$ cat src/rtl/tl_a_repeater.sv
// One-entry TileLink-UL A-channel repeater: captures a beat fired with repeat_beat high
// and re-presents it, stalling the producer, until a fire with repeat_beat low releases it.
module tl_a_repeater #(
  parameter int unsigned ADDR_W   = 12,
  parameter int unsigned SOURCE_W = 5,
  parameter int unsigned SIZE_W   = 3,
  parameter int unsigned DATA_W   = 32,
  parameter int unsigned CNT_W    = 4,
  localparam int unsigned MASK_W  = DATA_W / 8
) (
  input  logic                clock,
  input  logic                reset_n,
  input  logic                repeat_beat,
  output logic                full,
  input  logic                enq_valid,
  output logic                enq_ready,
  input  logic [2:0]          enq_opcode,
  input  logic [2:0]          enq_param,
  input  logic [SIZE_W-1:0]   enq_size,
  input  logic [SOURCE_W-1:0] enq_source,
  input  logic [ADDR_W-1:0]   enq_address,
  input  logic [MASK_W-1:0]   enq_mask,
  input  logic [DATA_W-1:0]   enq_data,
  output logic                deq_valid,
  input  logic                deq_ready,
  output logic [2:0]          deq_opcode,
  output logic [2:0]          deq_param,
  output logic [SIZE_W-1:0]   deq_size,
  output logic [SOURCE_W-1:0] deq_source,
  output logic [ADDR_W-1:0]   deq_address,
  output logic [MASK_W-1:0]   deq_mask,
  output logic [DATA_W-1:0]   deq_data,
  output logic [MASK_W-1:0]   saved_mask,
  output logic [CNT_W-1:0]    repeat_cnt,
  output logic                err_repeat
);

  typedef enum logic {EMPTY, HOLD} state_e;

  localparam logic [2:0] OP_PUT_FULL = 3'd0;

  state_e              state_q, state_d;
  logic [2:0]          opcode_q, opcode_d;
  logic [2:0]          param_q, param_d;
  logic [SIZE_W-1:0]   size_q, size_d;
  logic [SOURCE_W-1:0] source_q, source_d;
  logic [ADDR_W-1:0]   address_q, address_d;
  logic [MASK_W-1:0]   mask_q, mask_d;
  logic [DATA_W-1:0]   data_q, data_d;
  logic [CNT_W-1:0]    cnt_q, cnt_d;
  logic                err_q, err_d;
  logic                deq_fire;

  always_comb begin
    full       = (state_q == HOLD);
    deq_valid  = enq_valid | full;
    enq_ready  = deq_ready & ~full;
    deq_fire   = deq_valid & deq_ready;

    deq_opcode  = full ? opcode_q  : enq_opcode;
    deq_param   = full ? param_q   : enq_param;
    deq_size    = full ? size_q    : enq_size;
    deq_source  = full ? source_q  : enq_source;
    deq_address = full ? address_q : enq_address;
    deq_mask    = full ? mask_q    : enq_mask;
    deq_data    = full ? data_q    : enq_data;

    // Saved registers keep their last value after release; gate the exported mask instead.
    saved_mask = full ? mask_q : '0;
    repeat_cnt = cnt_q;
    err_repeat = err_q;
  end

  always_comb begin
    state_d   = state_q;
    opcode_d  = opcode_q;
    param_d   = param_q;
    size_d    = size_q;
    source_d  = source_q;
    address_d = address_q;
    mask_d    = mask_q;
    data_d    = data_q;
    cnt_d     = cnt_q;
    err_d     = err_q;

    case (state_q)
      EMPTY: begin
        if (deq_fire && repeat_beat) begin
          state_d   = HOLD;
          opcode_d  = enq_opcode;
          param_d   = enq_param;
          size_d    = enq_size;
          source_d  = enq_source;
          address_d = enq_address;
          mask_d    = enq_mask;
          data_d    = enq_data;
          cnt_d     = CNT_W'(1);
        end
      end
      HOLD: begin
        if (deq_fire) begin
          if (repeat_beat) begin
            cnt_d = (cnt_q == '1) ? cnt_q : cnt_q + 1'b1;
            if (opcode_q == OP_PUT_FULL && mask_q != '1) begin
              err_d = 1'b1;
            end
          end else begin
            state_d = EMPTY;
            cnt_d   = '0;
          end
        end
      end
      default: state_d = EMPTY;
    endcase
  end

  always_ff @(posedge clock or negedge reset_n) begin
    if (!reset_n) begin
      state_q   <= EMPTY;
      opcode_q  <= '0;
      param_q   <= '0;
      size_q    <= '0;
      source_q  <= '0;
      address_q <= '0;
      mask_q    <= '0;
      data_q    <= '0;
      cnt_q     <= '0;
      err_q     <= 1'b0;
    end else begin
      state_q   <= state_d;
      opcode_q  <= opcode_d;
      param_q   <= param_d;
      size_q    <= size_d;
      source_q  <= source_d;
      address_q <= address_d;
      mask_q    <= mask_d;
      data_q    <= data_d;
      cnt_q     <= cnt_d;
      err_q     <= err_d;
    end
  end

endmodule

$ cat config.mk
export PLATFORM = sky130hd
export DESIGN_NAME = tl_a_repeater
export DESIGN_NICKNAME = d
export VERILOG_FILES = /design/src/rtl/tl_a_repeater.sv
export SDC_FILE = /design/constraint.sdc
export NUM_CORES = 1
export LEC_CHECK = 0
export CAP_MARGIN = 20
export CORE_MARGIN = 2
export CORE_UTILIZATION = 48
export DETAILED_ROUTE_END_ITERATION = 12
export MAX_ROUTING_LAYER = met4
export PLACE_DENSITY = 0.84
export SLEW_MARGIN = 30
export SYNTH_ARGS = -nofsm -noshare
export SYNTH_HDL_FRONTEND = slang
export SYNTH_SLANG_ARGS = --single-unit
$ cat constraint.sdc
create_clock -name clock -period 2.9 [get_ports clock]
set_clock_uncertainty 0.1 [all_clocks]
set_input_delay 0.725 -clock clock [delete_from_list [all_inputs] [get_ports clock]]
set_output_delay 0.725 -clock clock [all_outputs]
set_load 0.02 [all_outputs]
==> summary.md, run 1 <==
| Metric | Value |
|---|---|
| Final Net Count | `456` |
| Post-synthesis adder-cell area fraction | `0.00341` |
| Antenna-violating nets left | `0` |
| Slew @ Worst Pin | `0.616 ns` |
| Yosys top cell area share | `0.464` |
| Routability cong. | `0.824` |
| Post-Syn Area | `3670 um^2` |
| Clk_lat worst skew | `0.33 ns` |
| Antenna violations before repair | `0` |
| Post-Route WL | `8410 um` |
| Ratio of cells with drive above 1 in the final layout | `0.388` |
| Largest family of logic cells by synthesized area | `multiplexers` |
| Vias | `2528` |
| Vias per cell | `5.15` |
| Status | `completed` |
| Slew margin rel. | `0.589` |
| Drt drc | `0` |
| Compound-cell area share of the yosys netlist | `0.0263` |
| Post-synthesis xor/xnor area fraction | `0` |
| Syn avg cell area | `15.2 um^2` |
| Setup CP Type | `input pin to output port` |
| Core area | `7330 um^2` |
| Ys Warns | `0` |
| Worst setup margin | `0.0601 ns` |
| Non-Filler Instances | `491` |
| Reg-to-reg slack, setup | `0.88 ns` |
| IO Port Bufs | `140` |
| Setup TNS Final | `0 ns` |
| Reg2Reg Depth | `5` |
| Crit path launch type | `input pin` |
| CP peak stage delay | `0.62 ns` |
| Die ar. | `8360 um^2` |
| Largest net degree at the start of global routing | `38` |
| Reg-to-reg critical path endpoint | `address_q[2]$_DFFE_PN0P_` |
| Total Power | `3.37 mW` |
| CP endpoint kind | `output port` |
| CTS max path bufs | `2` |
| Placed cells | `474` |
| GR Overflow Total | `0` |
| Fmax | `352 MHz` |
| Netlist cell types | `31` |
| Top FF cell, synth | `dfrtp_1` |
| RSZ-0062 raised after global routing | `no` |
| HP Class | `input pin to asynchronous set/reset pin` |
| First-pass GRT wire length | `13900 um` |
| Synth Net Count | `309` |
| TritonCTS Buffers | `9` |
| DP HPWL | `6040 um` |
| Synth Instances | `241` |
| Die Y | `91.4 um` |
| Ports | `141` |
| Clock sinks | `68` |
| Cell repeated most along the worst path | `clkdlybuf4s50_1` |
| Peak supply drop | `0.337 mV` |
| H-Tree Depth | `3` |
| Post-synthesis sequential area ratio | `0.464` |
| Post-synthesis mux area share | `0.443` |
| WP data arrival | `2.01 ns` |
| Setup-failing EPs final | `0` |
| Async SR Flop Fraction | `1.00` |
| Synth area leaders | `dfrtp_1 46%, mux2_4 24%, mux2_2 20%, buf_6 1.8%, buf_2 0.82%` |
| Post-synth EDFFs | `0` |
| Row count | `31` |
| ANT cells | `0` |
| DRT iter0 DRCs | `79` |
| Total track usage | `0.217` |
| Worst path bufs/invs | `2` |
| Synth Register Bits | `68` |
| Worst path top cell family by delay | `buffers and inverters` |
| DRT Pass-1 Iters | `3` |
| Die W | `91.4 um` |
| WL/cell | `17.1 um` |
| Minimum clock period | `2.84 ns` |
| Clk root buf | `clkbuf_8` |
| Number of global-route vias before repair | `2792` |
| Post-Synth Simple-Gate Area | `0.0324` |
| Hold Violations, Final | `0` |
| Crit path cell chain | `clkdlybuf4s50_1 > mux2_2 > clkdlybuf4s50_1` |
| Most numerous cell in the Yosys netlist | `dfrtp_1` |
| Pre-CTS setup slack | `0.0324 ns` |
| Worst path slowest cell | `clkdlybuf4s50_1` |
| Commonest cells in the netlist | `68 x dfrtp_1, 65 x mux2_2, 58 x mux2_4` |
| Final max-slew violation count | `0` |
| Maxcap violations | `0` |
| P&R area growth vs syn | `47.2%` |
| Worst Path Max Fanout | `2` |
| Area leader, netlist | `dfrtp_1` |
| Worst Path Required | `2.08 ns` |
| PD cells | `624 nW/um^2` |
| CTS tree | `built` |
| Tcrit/Tclk final | `0.979` |
| CTS Hold Bufs | `0` |
| Leakage power | `2.46 nW` |
| Starting density of the core | `0.501` |
| Clock-pin slew on the worst setup and hold paths | `0.07 ns` |
| Fillcell total | `487` |
==> where the power goes <==
part | internal (mW) | total (mW) | switching (mW)
registers | 1.17 | 1.31 | 0.139
logic | 0.837 | 1.38 | 0.542
clock network | 0.351 | 0.683 | 0.332
total | 2.36 | 3.37 | 1.01
==> state kept, by name (all words and copies together), names as in the netlist, named ones only <==
signal,count
data_q,32
address_q,12
source_q,5
mask_q,4
repeat_cnt,4
opcode_q,3
param_q,3
size_q,3
err_repeat,1
==> routing by layer <==
layer,track usage,share of wire,vias to the layer above
met4,0.0707,0.015,0
li1,-,-,1173
met1,0.279,0.45,1247
met3,0.0407,0.056,14
met2,0.347,0.48,94
met5,-,0,-
==> cells in the final DEF (no fill, tap or decap), drive strengths merged, types with 2 or more instances in the layout <==
master / count
clkdlybuf4s50: 138
a41o: 2
inv: 2
nand2: 4
clkinv: 2
dfrtp: 68
nand3: 3
and2: 4
o211ai: 2
a21oi: 2
buf: 12
clkbuf: 13
mux2: 124
==> worst max-delay path by stage <==
stage,from,end,cells past startpoint
after global routing,enq_data[2],deq_data[2],3
after detailed placement,deq_ready,enq_ready,3
after floorplan,register,deq_data[29],3
final,enq_data[2],deq_data[2],3
after CTS,deq_ready,enq_ready,3
after global placement,deq_ready,enq_ready,3
==> repair_timing <==
| action | 4_1_cts | 5_1_grt |
|---|---|---|
| setup endpoints to repair | 49 | 1 |
| gates resized for setup | 1 | 1 |
| setup buffers | 2 | 0 |
| gates cloned | 0 | 0 |
==> final cells by class <==
cell class | count | area, um^2 | share of cell area
repair buffers | 151 | 1540 | 0.286
clock inverters | 2 | 10.0 | 0.00185
flip-flops and latches | 68 | 1710 | 0.316
clock buffers | 13 | 159 | 0.0294
multi-input cells | 156 | 1850 | 0.343
well taps | 99 | 124 | 0.0229
inverters | 2 | 7.51 | 0.00139
==> cell families after synthesis <==
family                   count (synthesis)
multiplexers                           125
adder cells (fa/ha/maj)                  1
buffers and inverters                   17
AO/OA/AOI/OAI                           12
flip-flops                              68
AND/OR/NAND/NOR                         18
==> through the flow <==
step                      hold slack [ns]  utilization  cell area (um^2)
after floorplan                     0.329            -              3670
after global placement              0.373        0.711              5210
after detailed placement            0.385        0.711              5210
after CTS                           0.321        0.736              5400
after global routing                0.341        0.737              5400
final                               0.305        0.737              5400
Note: power is estimated with default switching activity, not from simulation.
==> run 2: changes to the inputs <==
Clock period 2.9 ns to 3.3 ns, I/O delays scaled along.
==> summary.md, run 2 (synthesis results as in run 1) <==
| Metric | Value |
|---|---|
| Status | `completed` |
| Clk_lat worst skew | `0.33 ns (about the same)` |
| CP endpoint kind | `output port` |
| Setup bufs post-CTS | `0 (-2)` |
| PD cells | `591 nW/um^2 (-5.4%)` |
| Slew @ Worst Pin | `0.497 ns (-0.119 ns)` |
| Die W | `91.4 um (unchanged)` |
| Final Net Count | `451 (-1.1%)` |
| Total track usage | `0.218 (+0.00177)` |
| Top reg by flops | `data_q` |
| Maxcap violations | `0 (unchanged)` |
| Minimum clock period | `3.14 ns` |
| CTS tree | `built` |
| Post-Route WL | `8430 um (+0.24%)` |
| Reg2Reg Depth | `4 (-1)` |
| Worst setup margin | `0.164 ns (+0.104 ns)` |
| Clock sinks | `68 (unchanged)` |
| Setup TNS Final | `0 ns (unchanged)` |
| Largest register FFs | `32 (unchanged)` |
| First-pass GRT wire length | `14100 um (+1.4%)` |
| Most frequent cells in the layout | `139 x clkdlybuf4s50_1, 67 x dfrtp_1, 65 x mux2_2, 58 x mux2_4, 11 x clkbuf_8` |
| Core area | `7330 um^2 (unchanged)` |
| Top flop regs | `data_q (32), address_q (12), source_q (5)` |
| TritonCTS Buffers | `9 (unchanged)` |
| Die ar. | `8360 um^2 (unchanged)` |
| Ratio of cells with drive above 1 in the final layout | `0.384 (-0.00373)` |
| Number of global-route vias before repair | `2793 (+0.036%)` |
| HP Class | `input pin to asynchronous set/reset pin` |
| Drt drc | `0 (unchanged)` |
| IO Port Bufs | `140 (unchanged)` |
| Leakage power | `2.44 nW (-0.57%)` |
| Antenna violations before repair | `0 (unchanged)` |
| WL/cell | `17.3 um (+1.1%)` |
| H-Tree Depth | `3 (unchanged)` |
| CP peak stage delay | `0.63 ns (about the same)` |
| Fillcell total | `468 (-3.9%)` |
| DRT Pass-1 Iters | `4 (+1)` |
| Placed cells | `471 (-0.63%)` |
| CTS Hold Bufs | `0 (unchanged)` |
| Antenna-violating nets left | `0 (unchanged)` |
| Reg-to-reg slack, setup | `1.26 ns (+0.38 ns)` |
| Clk root buf | `clkbuf_8` |
| Row count | `31 (unchanged)` |
| Hold Violations, Final | `0 (unchanged)` |
| Worst Path Required | `2.37 ns (+0.29 ns)` |
| Vias per cell | `5.18 (+0.70%)` |
| Worst Path Max Fanout | `22 (+20)` |
| Reg-to-reg critical path endpoint | `data_q[11]$_DFFE_PN0P_` |
| Cts repair resizes | `0 (-1)` |
| Clock-pin slew on the worst setup and hold paths | `0.07 ns (about the same)` |
| Pre-CTS setup slack | `0.210 ns (+0.178 ns)` |
| Slew margin rel. | `0.669 (+0.0791)` |
| Tcrit/Tclk final | `0.950` |
| Peak supply drop | `0.299 mV (-11%)` |
| Crit path cell chain | `buf_4 > mux2_2 > clkdlybuf4s50_1` |
| DP HPWL | `5940 um (-1.7%)` |
| RSZ-0062 raised after global routing | `no` |
| Final max-slew violation count | `0 (unchanged)` |
| Fmax | `319 MHz` |
| Starting density of the core | `0.501 (unchanged)` |
| DRT iter0 DRCs | `123 (+56%)` |
| WP data arrival | `2.21 ns (+0.20 ns)` |
| Ports | `141 (unchanged)` |
| Vias | `2525 (-0.12%)` |
| Most common cell after layout, fill and taps aside | `clkdlybuf4s50_1` |
| Worst path slowest cell | `dfrtp_2` |
| Setup CP Type | `register to output port` |
| Routability cong. | `0.868 (+5.2%)` |
| Setup-failing EPs final | `0 (unchanged)` |
| Worst path top cell family by delay | `buffers and inverters` |
| Crit path launch type | `register` |
| Non-Filler Instances | `487 (-0.81%)` |
| ANT cells | `0 (unchanged)` |
| P&R area growth vs syn | `47.2% (about the same)` |
| Largest net degree at the start of global routing | `64 (+68%)` |
| GR Overflow Total | `0 (unchanged)` |
| CTS max path bufs | `2 (unchanged)` |
| Worst path bufs/invs | `2 (unchanged)` |
| Die Y | `91.4 um (unchanged)` |
## run 2: cell count changes in the layout (fill, tap and decap cells not counted)
| cell | previous run | this run |
|---|---|---|
| dlymetal6s2s_1 | 1 | 0 |
| bufinv_16 | 0 | 3 |
| clkbuf_1 | 2 | 1 |
| dfrtp_2 | 0 | 1 |
| buf_12 | 5 | 2 |
| buf_4 | 6 | 4 |
| clkdlybuf4s50_1 | 138 | 139 |
| dfrtp_4 | 1 | 0 |
| clkinv_2 | 2 | 1 |
## run 2: how the worst max path moves through the flow
stage	startpoint	end	cells after the start
after floorplan	register	deq_data[29]	3
after global placement	enq_valid	deq_valid	3
after detailed placement	enq_valid	deq_valid	3
after CTS	register	deq_data[16]	3
after global routing	register	deq_data[24]	3
final	register	deq_mask[3]	3
## run 2: metal layers
| layer | track usage | wire (um) |
|---|---|---|
| met2 | 0.336 | 4000 |
| met5 | - | 0 |
| met4 | 0.0745 | 131 |
| met1 | 0.292 | 3830 |
| met3 | 0.0398 | 477 |
## run 2: layout make-up
| class | instances | area (um^2) | area share |
|---|---|---|---|
| Inverter | 2 | 7.51 | 0.00139 |
| Tap cell | 99 | 124 | 0.0229 |
| Clock inverter | 4 | 95.1 | 0.0176 |
| Clock buffer | 12 | 155 | 0.0287 |
| Sequential cell | 68 | 1700 | 0.315 |
| Timing Repair Buffer | 146 | 1470 | 0.271 |
| Multi-Input combinational cell | 156 | 1850 | 0.343 |
## run 2: per-stage QoR
stage / hold slack (ns) / instance area, um^2 / total power [mW] / util
finish: 0.245 / 5400 / 3.19 / 0.737
global route: 0.248 / 5400 / 3.35 / 0.737
CTS: 0.232 / 5400 / 3.22 / 0.737
detailed placement: 0.384 / 5150 / 2.36 / 0.703
global placement: 0.375 / 5150 / 2.33 / 0.703
floorplan: 0.359 / 3670 / 1.85 / -
## run 2: report_power, final
group	leakage [nW]	switching [mW]	internal [mW]
logic	1.50	0.467	0.724
clock network	0.127	0.301	0.543
registers	0.813	0.129	1.03
total	2.44	0.897	2.29
==> run 3: changes to the inputs <==
Settings changed: CORE_MARGIN 2 to 5, SLEW_MARGIN 30 to default.
==> summary.md, run 3 (synthesis results as in run 1) <==
| Metric | Value |
|---|---|
| Status | `completed` |
| Worst Setup EP | `deq_valid` |
| Final Net Count | `451 (unchanged)` |
| Reg-to-reg critical path endpoint | `data_q[8]$_DFFE_PN0P_` |
| Fmax | `321 MHz (+0.71%)` |
| GR Overflow Total | `0 (unchanged)` |
| Reg-to-reg slack, setup | `1.10 ns (-0.16 ns)` |
| Top reg by flops | `data_q` |
| IO Port Bufs | `140 (unchanged)` |
| Crit path launch type | `input pin` |
| Clock-pin slew on the worst setup and hold paths | `0.07 ns (about the same)` |
| Highest metal used | `met4` |
| Setup bufs post-CTS | `0 (unchanged)` |
| Worst Setup SP | `enq_valid` |
| ANT cells | `0 (unchanged)` |
| Final max-slew violation count | `0 (unchanged)` |
| Antenna-violating nets left | `0 (unchanged)` |
| Drt drc | `0 (unchanged)` |
| TritonCTS Buffers | `9 (unchanged)` |
| Hold Violations, Final | `0 (unchanged)` |
| Reg2Reg Depth | `5 (+1)` |
| Die Y | `97.4 um (+6.6%)` |
| Critical path depth | `3 (unchanged)` |
| Ratio of cells with drive above 1 in the final layout | `0.376 (-0.00773)` |
| Row count | `31 (unchanged)` |
| Clk_lat worst skew | `0.33 ns (about the same)` |
| Clk root buf | `clkbuf_8` |
| Worst path slowest cell | `clkdlybuf4s50_1` |
| Slew @ Worst Pin | `0.414 ns (-0.0827 ns)` |
| Worst Path Required | `2.37 ns (about the same)` |
| Setup TNS Final | `0 ns (unchanged)` |
| Setup-failing EPs final | `0 (unchanged)` |
| Minimum clock period | `3.11 ns (-0.0220 ns)` |
| Largest register FFs | `32 (unchanged)` |
| Vias | `2506 (-0.75%)` |
| HP Class | `register to register` |
| DRT Pass-1 Iters | `4 (unchanged)` |
| Antenna violations before repair | `0 (unchanged)` |
| Peak supply drop | `0.240 mV (-20%)` |
| Worst path bufs/invs | `2 (unchanged)` |
| H-Tree Depth | `3 (unchanged)` |
| Top flop regs | `data_q (32), address_q (12), source_q (5)` |
| DP Area | `5180 um^2 (+0.49%)` |
| Most common cell after layout, fill and taps aside | `clkdlybuf4s50_1` |
| Ports | `141 (unchanged)` |
| Leakage power | `2.41 nW (-1.3%)` |
| WL met1 | `3960 um (+3.4%)` |
| DRT iter0 DRCs | `51 (-59%)` |
| Routability cong. | `0.766 (-12%)` |
| CTS Hold Bufs | `0 (unchanged)` |
| Largest net degree at the start of global routing | `69 (+7.8%)` |
| Vias per cell | `5.15 (-0.75%)` |
| First-pass GRT wire length | `13900 um (-1.5%)` |
| WP data arrival | `2.19 ns (-0.02 ns)` |
| Setup CP Type | `input pin to output port` |
| Slew margin rel. | `0.724 (+0.0551)` |
| PD cells | `549 nW/um^2 (-7.0%)` |
| Hold WS | `0.365 ns (+0.119 ns)` |
| Final instance area | `5340 um^2 (-1.2%)` |
| Cts repair resizes | `0 (unchanged)` |
| Most frequent cells in the layout | `139 x clkdlybuf4s50_1, 67 x dfrtp_1, 65 x mux2_2, 58 x mux2_4, 10 x clkbuf_8` |
| CTS max path bufs | `2 (unchanged)` |
| Starting density of the core | `0.501 (unchanged)` |
| Maxcap violations | `0 (unchanged)` |
| P&R area growth vs syn | `45.5%` |
| Hold Path Stages | `1` |
| Met2 wire length | `4310 um (+7.7%)` |
| WL/cell | `17.9 um (+3.7%)` |
| Total track usage | `0.190 (-0.0287)` |
| Number of global-route vias before repair | `2703 (-3.2%)` |
| RSZ-0062 raised after global routing | `no` |
| Cell repeated most along the worst path | `clkdlybuf4s50_1` |
| Tcrit/Tclk final | `0.944 (-0.00667)` |
| Clock sinks | `68 (unchanged)` |
| Worst path top cell family by delay | `buffers and inverters` |
| Post-Route WL | `8740 um (+3.7%)` |
| DP HPWL | `6350 um (+6.9%)` |
| CP peak stage delay | `0.56 ns (-0.07 ns)` |
| CTS tree | `built` |
| Core area | `7330 um^2 (unchanged)` |
| Crit path cell chain | `clkdlybuf4s50_1 > or2_2 > clkdlybuf4s50_1` |
| Detail Route met3 WL | `419 um (-12%)` |
| CP endpoint kind | `output port` |
| Worst Path Max Fanout | `4 (-82%)` |
| Die ar. | `9490 um^2 (+14%)` |
| Die W | `97.4 um (+6.6%)` |
## run 3: changes by cell type in the layout (fill, tap and decap cells not counted)
| cell | delta |
|---|---|
| clkbuf_8 | -1 |
| bufinv_16 | -3 |
| buf_12 | +2 |
| buf_4 | -2 |
| clkinv_2 | +1 |
| clkbuf_1 | +3 |
## run 3: layer usage
| layer | global-route usage | vias to the layer above |
|---|---|---|
| met1 | 0.243 | 1239 |
| met5 | - | - |
| met4 | 0.0447 | 0 |
| met2 | 0.303 | 86 |
| met3 | 0.0510 | 6 |
| li1 | - | 1175 |
## run 3: how the worst min path moves through the flow
stage,from,to,slack (ns)
floorplan,data_q[9]$_DFFE_PN0P_,data_q[9]$_DFFE_PN0P_,0.36
global placement,err_repeat$_DFFE_PN0P_,err_repeat$_DFFE_PN0P_,0.35
detailed placement,err_repeat$_DFFE_PN0P_,err_repeat$_DFFE_PN0P_,0.35
CTS,err_repeat$_DFFE_PN0P_,err_repeat$_DFFE_PN0P_,0.37
global route,err_repeat$_DFFE_PN0P_,err_repeat$_DFFE_PN0P_,0.40
finish,err_repeat$_DFFE_PN0P_,err_repeat$_DFFE_PN0P_,0.36
## run 3: through the flow
| step | setup slack [ns] | total power, mW | cells | util |
|---|---|---|---|---|
| 2_1_floorplan | 0.951 | 1.85 | 241 | - |
| 3_3_place_gp | 0.224 | 2.34 | 471 | 0.706 |
| 3_5_place_dp | 0.183 | 2.37 | 471 | 0.706 |
| 4_1_cts | 0.183 | 2.97 | 487 | 0.728 |
| 5_1_grt | 0.154 | 3.08 | 487 | 0.728 |
| 6_report | 0.186 | 2.93 | 487 | 0.728 |
## run 3: report_power, final
group | switching [mW] | internal, mW | leakage, nW | total (mW)
clock network | 0.290 | 0.292 | 0.0844 | 0.583
registers | 0.118 | 1.03 | 0.813 | 1.15
logic | 0.477 | 0.727 | 1.51 | 1.20
total | 0.885 | 2.05 | 2.41 | 2.93
## run 3: cell type report
| class | count | area, um^2 |
|---|---|---|
| clock buffers | 14 | 153 |
| clock inverters | 2 | 10.0 |
| fillers | 492 | 1990 |
| inverters | 2 | 7.51 |
| multi-input cells | 156 | 1850 |
| flip-flops and latches | 68 | 1700 |
| well taps | 99 | 124 |
| repair buffers | 146 | 1490 |
==> patch 1: new RTL, config.mk and constraints of run 3 <==
`DATA_W`: 32 -> 64.
--- a/src/rtl/tl_a_repeater.sv
+++ b/src/rtl/tl_a_repeater.sv
@@ -5,5 +5,5 @@
   parameter int unsigned SOURCE_W = 5,
   parameter int unsigned SIZE_W   = 3,
-  parameter int unsigned DATA_W   = 32,
+  parameter int unsigned DATA_W   = 64,
   parameter int unsigned CNT_W    = 4,
   localparam int unsigned MASK_W  = DATA_W / 8
Ports: changed (5 resized); port bits go from 141 to 217. The function was not compared with the original's and may differ.
==> patch 1 against run 3 <==
- sequential cell count increased by 36
- final area increased by 46%
- routed wire length increased by 50%
- largest power group is now sequential cells
- critical endpoint is now deq_data[27]
- worst setup slack got worse by 65 ps
- power increased by 46%
- highest routed layer unchanged
- area after synthesis increased by 43%
- maximum frequency decreased by 2.0%
==> patch 1: results (changes against run 3) <==
[route]
vias=3733  ; +49%
wl_met3_um=1280  ; +200%
met1_length_um=5460  ; +38%
drt_iter0_drc=182  ; +260%
wire_per_inst_um=18.2  ; +1.3%
met2_length_um=6210  ; +44%

[global_route]
grt_pass1_vias=4292  ; +59%
grt_max_degree=100  ; +45%
grt.met2_usage_pct=33.3  ; +3.0 points
grt_first_pass_wirelength_um=21500  ; +54%
met3_usage_pct=7.24  ; +2.1 points

[power]
power_leakage_nw=3.24  ; +34%
ir_worst_vdd_mv=0.282  ; +18%
power.share.switching_pct=30.2  ; +0.031 points

[logic_synthesis]
netlist_top_cells_area=dfrtp_1 49%, mux2_2 40%, mux2_4 2.6%, buf_2 1.3%, and2_1 0.95%
yosys-top-cells-count=187 x mux2_2, 104 x dfrtp_1, 14 x buf_2
synthFlopType=dfrtp_1
seq_area_frac_synth_pct=49.5  ; +3.1 points
yosysUniqueCellTypes=33  ; +6.5%
avgSynthCellArea_sq_um=14.4  ; -5.6%
synth_top_area_share_pct=49.5  ; +3.1 points
synth_nets=470  ; +52%

[placed_design]
place_area_sq_mm=0.00759  ; +47%
dpl.hpwl_um=9630  ; +52%
place_congestion=0.765  ; -0.14%
dp.cells=706  ; +50%
port_buffers=216  ; +54%

[cts]
insertion_delay_ps=350  ; +20 ps
path_clk_slew_ps=90  ; +20 ps
hold_buffers=0  ; unchanged

[critical_path]
cp_max_fo=19  ; +15
slowest_stage=dfrtp_4
r2r_end=data_q[28]$_DFFE_PN0P_
endpoint=deq_data[27]
max_stage_delay_ps=630  ; +70 ps
reg2reg_setup_slack_ps=1130  ; +30 ps
worstSetupPathType=flop to output pin

[status]
status=finished, final reports clean

[sta]
relSlewSlack_pct=62.2  ; -10 points
max_freq_mhz=315  ; -2.0%

[final_layout]
stdcell_count=722  ; +48%
fin_nets=681  ; +51%

[min_path]
hold_path.class=input pin to asynchronous set/reset pin

-- patch 1: cell count changes after synthesis, sizes merged, moves of 4 or more --
cell	delta
buf	+9
mux2	+72
and2	+4
dfrtp	+36
-- patch 1: worst min-delay path by stage --
stage / startpoint / end / slack (ps) / cells past startpoint
after global placement: err_repeat$_DFFE_PN0P_ / err_repeat$_DFFE_PN0P_ / 370 / 1
after detailed placement: err_repeat$_DFFE_PN0P_ / err_repeat$_DFFE_PN0P_ / 380 / 1
final: reset_n / size_q[2]$_DFFE_PN0P_ / 240 / 1
after floorplan: data_q[46]$_DFFE_PN0P_ / data_q[46]$_DFFE_PN0P_ / 370 / 1
after global routing: reset_n / size_q[2]$_DFFE_PN0P_ / 250 / 1
after CTS: reset_n / size_q[2]$_DFFE_PN0P_ / 240 / 1
-- patch 1: layout make-up --
type | count | area [sq um]
flip-flops and latches | 104 | 2610
multi-input cells | 235 | 2520
repair buffers | 225 | 2280
clock buffers | 14 | 183
well taps | 140 | 175
fillers | 738 | 2990
inverters | 2 | 7.51
clock inverters | 2 | 35.0
-- patch 1: power groups by stage --
stage	combinational (mW)	sequential, mW	clock, mW
4_1_cts	1.73	1.74	0.874
6_report	1.70	1.74	0.844
5_1_grt	1.82	1.78	0.917
2_1_floorplan	0.976	1.71	0
3_5_place_dp	1.72	1.76	0
3_3_place_gp	1.69	1.74	0
-- patch 1: kinds of logic after synthesis --
family	share of synthesized area, %
and+or+nand+nor	3.14
adders and majority gates	0.238
DFF	49.5
buffers and inverters	2.62
AOI/OAI and AO/OA	1.78
muxes	42.8
-- patch 1: worst max-delay path, delay by kind of cell (launching register included) --
family / cells / cell delay, ps
buf+inv: 2 / 880
flops: 1 / 630
mux: 1 / 380
==> patch 2: new RTL, settings of run 3 <==
Without the edit above. Put a register stage on the output `repeat_cnt`, cleared by the reset. The value now appears one clock later. The other outputs are not delayed to match.
--- a/src/rtl/tl_a_repeater.sv
+++ b/src/rtl/tl_a_repeater.sv
@@ -40,4 +40,6 @@
   localparam logic [2:0] OP_PUT_FULL = 3'd0;
 
+  logic [CNT_W-1:0] repeat_cnt_d;
+
   state_e              state_q, state_d;
   logic [2:0]          opcode_q, opcode_d;
@@ -68,5 +70,5 @@
     // Saved registers keep their last value after release; gate the exported mask instead.
     saved_mask = full ? mask_q : '0;
-    repeat_cnt = cnt_q;
+    repeat_cnt_d = cnt_q;
     err_repeat = err_q;
   end
@@ -141,4 +143,12 @@
   end
 
+  always_ff @(posedge clock or negedge reset_n) begin
+    if (!reset_n) begin
+      repeat_cnt <= '0;
+    end else begin
+      repeat_cnt <= repeat_cnt_d;
+    end
+  end
+
 endmodule
 
Check against the original RTL: not equivalent (Yosys sat finds a counterexample within 4 cycles, from zero or initial values and one cycle with reset_n low).
==> patch 2 against run 3 <==
- worst setup slack improved by 95 ps
- count of clock-buffer cells in the layout is 3 lower
- routed wire length fell by 2.5%
- non-clock buffer count rose by 1
- sequential cell count up 4
- global-route usage grew 0.094 points
- register-to-register slack better by 50 ps
- synthesized cell count up 1.7%
- final area rose by 3.0%
- sequential power increased by 4%
- power up 11%
- area after synthesis grew 1.9%
- critical endpoint is now enq_ready
==> patch 2: results (changes against run 3) <==
[status]
status=finished, final reports clean

[logic_synthesis]
netlist_top_cells_area=dfrtp_1 48%, mux2_4 20%, mux2_2 20%, mux2_1 2.7%, buf_6 1.8%
yosysUniqueCellTypes=32  ; +3.2%
yosys-top-cells-count=72 x dfrtp_1, 65 x mux2_2, 50 x mux2_4
synth-async-reset-ratio_pct=100  ; unchanged
synth_nets=313  ; +1.3%
seq_area_frac_synth_pct=48.2  ; +1.8 points
ys.warnings.count=0  ; unchanged
synthFlopType=dfrtp_1

[global_route]
grt.met2_usage_pct=29.0  ; -1.3 points
met3_usage_pct=6.50  ; +1.4 points
grt_first_pass_wirelength_um=14400  ; +3.7%
grt_use_total_pct=19.1  ; +0.094 points
grt.met1_usage_pct=24.8  ; +0.50 points
grt_pass1_vias=2831  ; +4.7%
grt_max_degree=73  ; +5.8%

[sta]
worstMarginPinSlew_ps=878  ; +463 ps
fin_crit_ps=3020  ; -95.3 ps

[critical_path]
cp_max_fo=2  ; -2
reg2reg_setup_slack_ps=1150  ; +50 ps
slowest_stage=clkdlybuf4s50_1
max_stage_delay_ps=620  ; +60 ps
crit_path_start=deq_ready
r2r_end=data_q[15]$_DFFE_PN0P_
r2r_cells=5  ; unchanged
cp_data_arrival_time_ps=2090  ; -100 ps
endpoint=enq_ready

[placed_design]
place_congestion=0.753  ; -1.8%
dpl.hpwl_um=6060  ; -4.6%
pre_cts_slack_ps=275  ; +91.7 ps

[cts]
cts_inserted_buffers=9  ; unchanged

[route]
wl_um=8520  ; -2.5%
routed_via_density=5.10  ; -0.91%
drt_iter0_drc=80  ; +57%

[final_layout]
n_fill_cell=543  ; +10%
fin_nets=456  ; +1.1%
drive_above_1_share_pct=36.4  ; -1.2 points
antenna_cells=0  ; unchanged
largest_reg_flops=32  ; unchanged

[power]
power_leakage_nw=2.47  ; +2.3%
ir_worst_vdd_mv=0.328  ; +37%

[min_path]
whs_path_depth=0  ; -1
holdPathEnd=repeat_cnt[1]$_DFF_PN0_
hold_start=cnt_q[1]$_DFFE_PN0P_

-- patch 2: cell count changes in the layout (fill, tap and decap cells not counted), sizes merged --
| cell | run 3 | this run |
|---|---|---|
| dfrtp | 68 | 72 |
| bufinv | 0 | 3 |
| buf | 7 | 8 |
| clkinvlp | 0 | 1 |
| clkinv | 2 | 1 |
| clkbuf | 14 | 11 |
-- patch 2: kinds of logic after synthesis --
| group | synth area share, % |
|---|---|
| buffers and inverters | 3.18 |
| adder cells (fa/ha/maj) | 0.334 |
| multiplexers | 42.6 |
| flip-flops | 48.2 |
| AND/OR/NAND/NOR | 3.14 |
| AO/OA/AOI/OAI | 2.58 |
-- patch 2: final cells by class --
type                            instances  area share, %
Multi-Input combinational cell        156           33.1
Sequential cell                        72           32.8
Timing Repair Buffer                  147           27.1
Clock buffer                           11           2.75
Tap cell                              102           2.32
Clock inverter                          5           1.86
Inverter                                2          0.136
-- patch 2: critical path, delay by kind of cell --
kind	cells	cell delay (ps)
buffers and inverters	2	1090
AND/OR/NAND/NOR	1	180
-- patch 2: layer usage --
| layer | part of all wire, % | routed length (um) |
|---|---|---|
| met5 | 0 | 0 |
| met4 | 1.0 | 85 |
| met3 | 6.8 | 576 |
| met2 | 46 | 3950 |
| met1 | 46 | 3910 |
-- patch 2: power breakdown --
group          internal, mW  switching, mW  total [mW]
logic                 0.707          0.474        1.18
clock network         0.542          0.325       0.867
registers              1.08          0.120        1.20
-- patch 2: per-stage QoR --
step	util (%)	cell area [sq um]	total power, mW	std cells	hold WS (ps)
finish	71.9	5500	3.25	495	342
global route	71.9	5500	3.42	495	372
CTS	71.9	5500	3.29	495	341
detailed placement	68.6	5250	2.40	479	326
global placement	68.6	5250	2.37	479	312
floorplan	-	3740	1.89	245	298
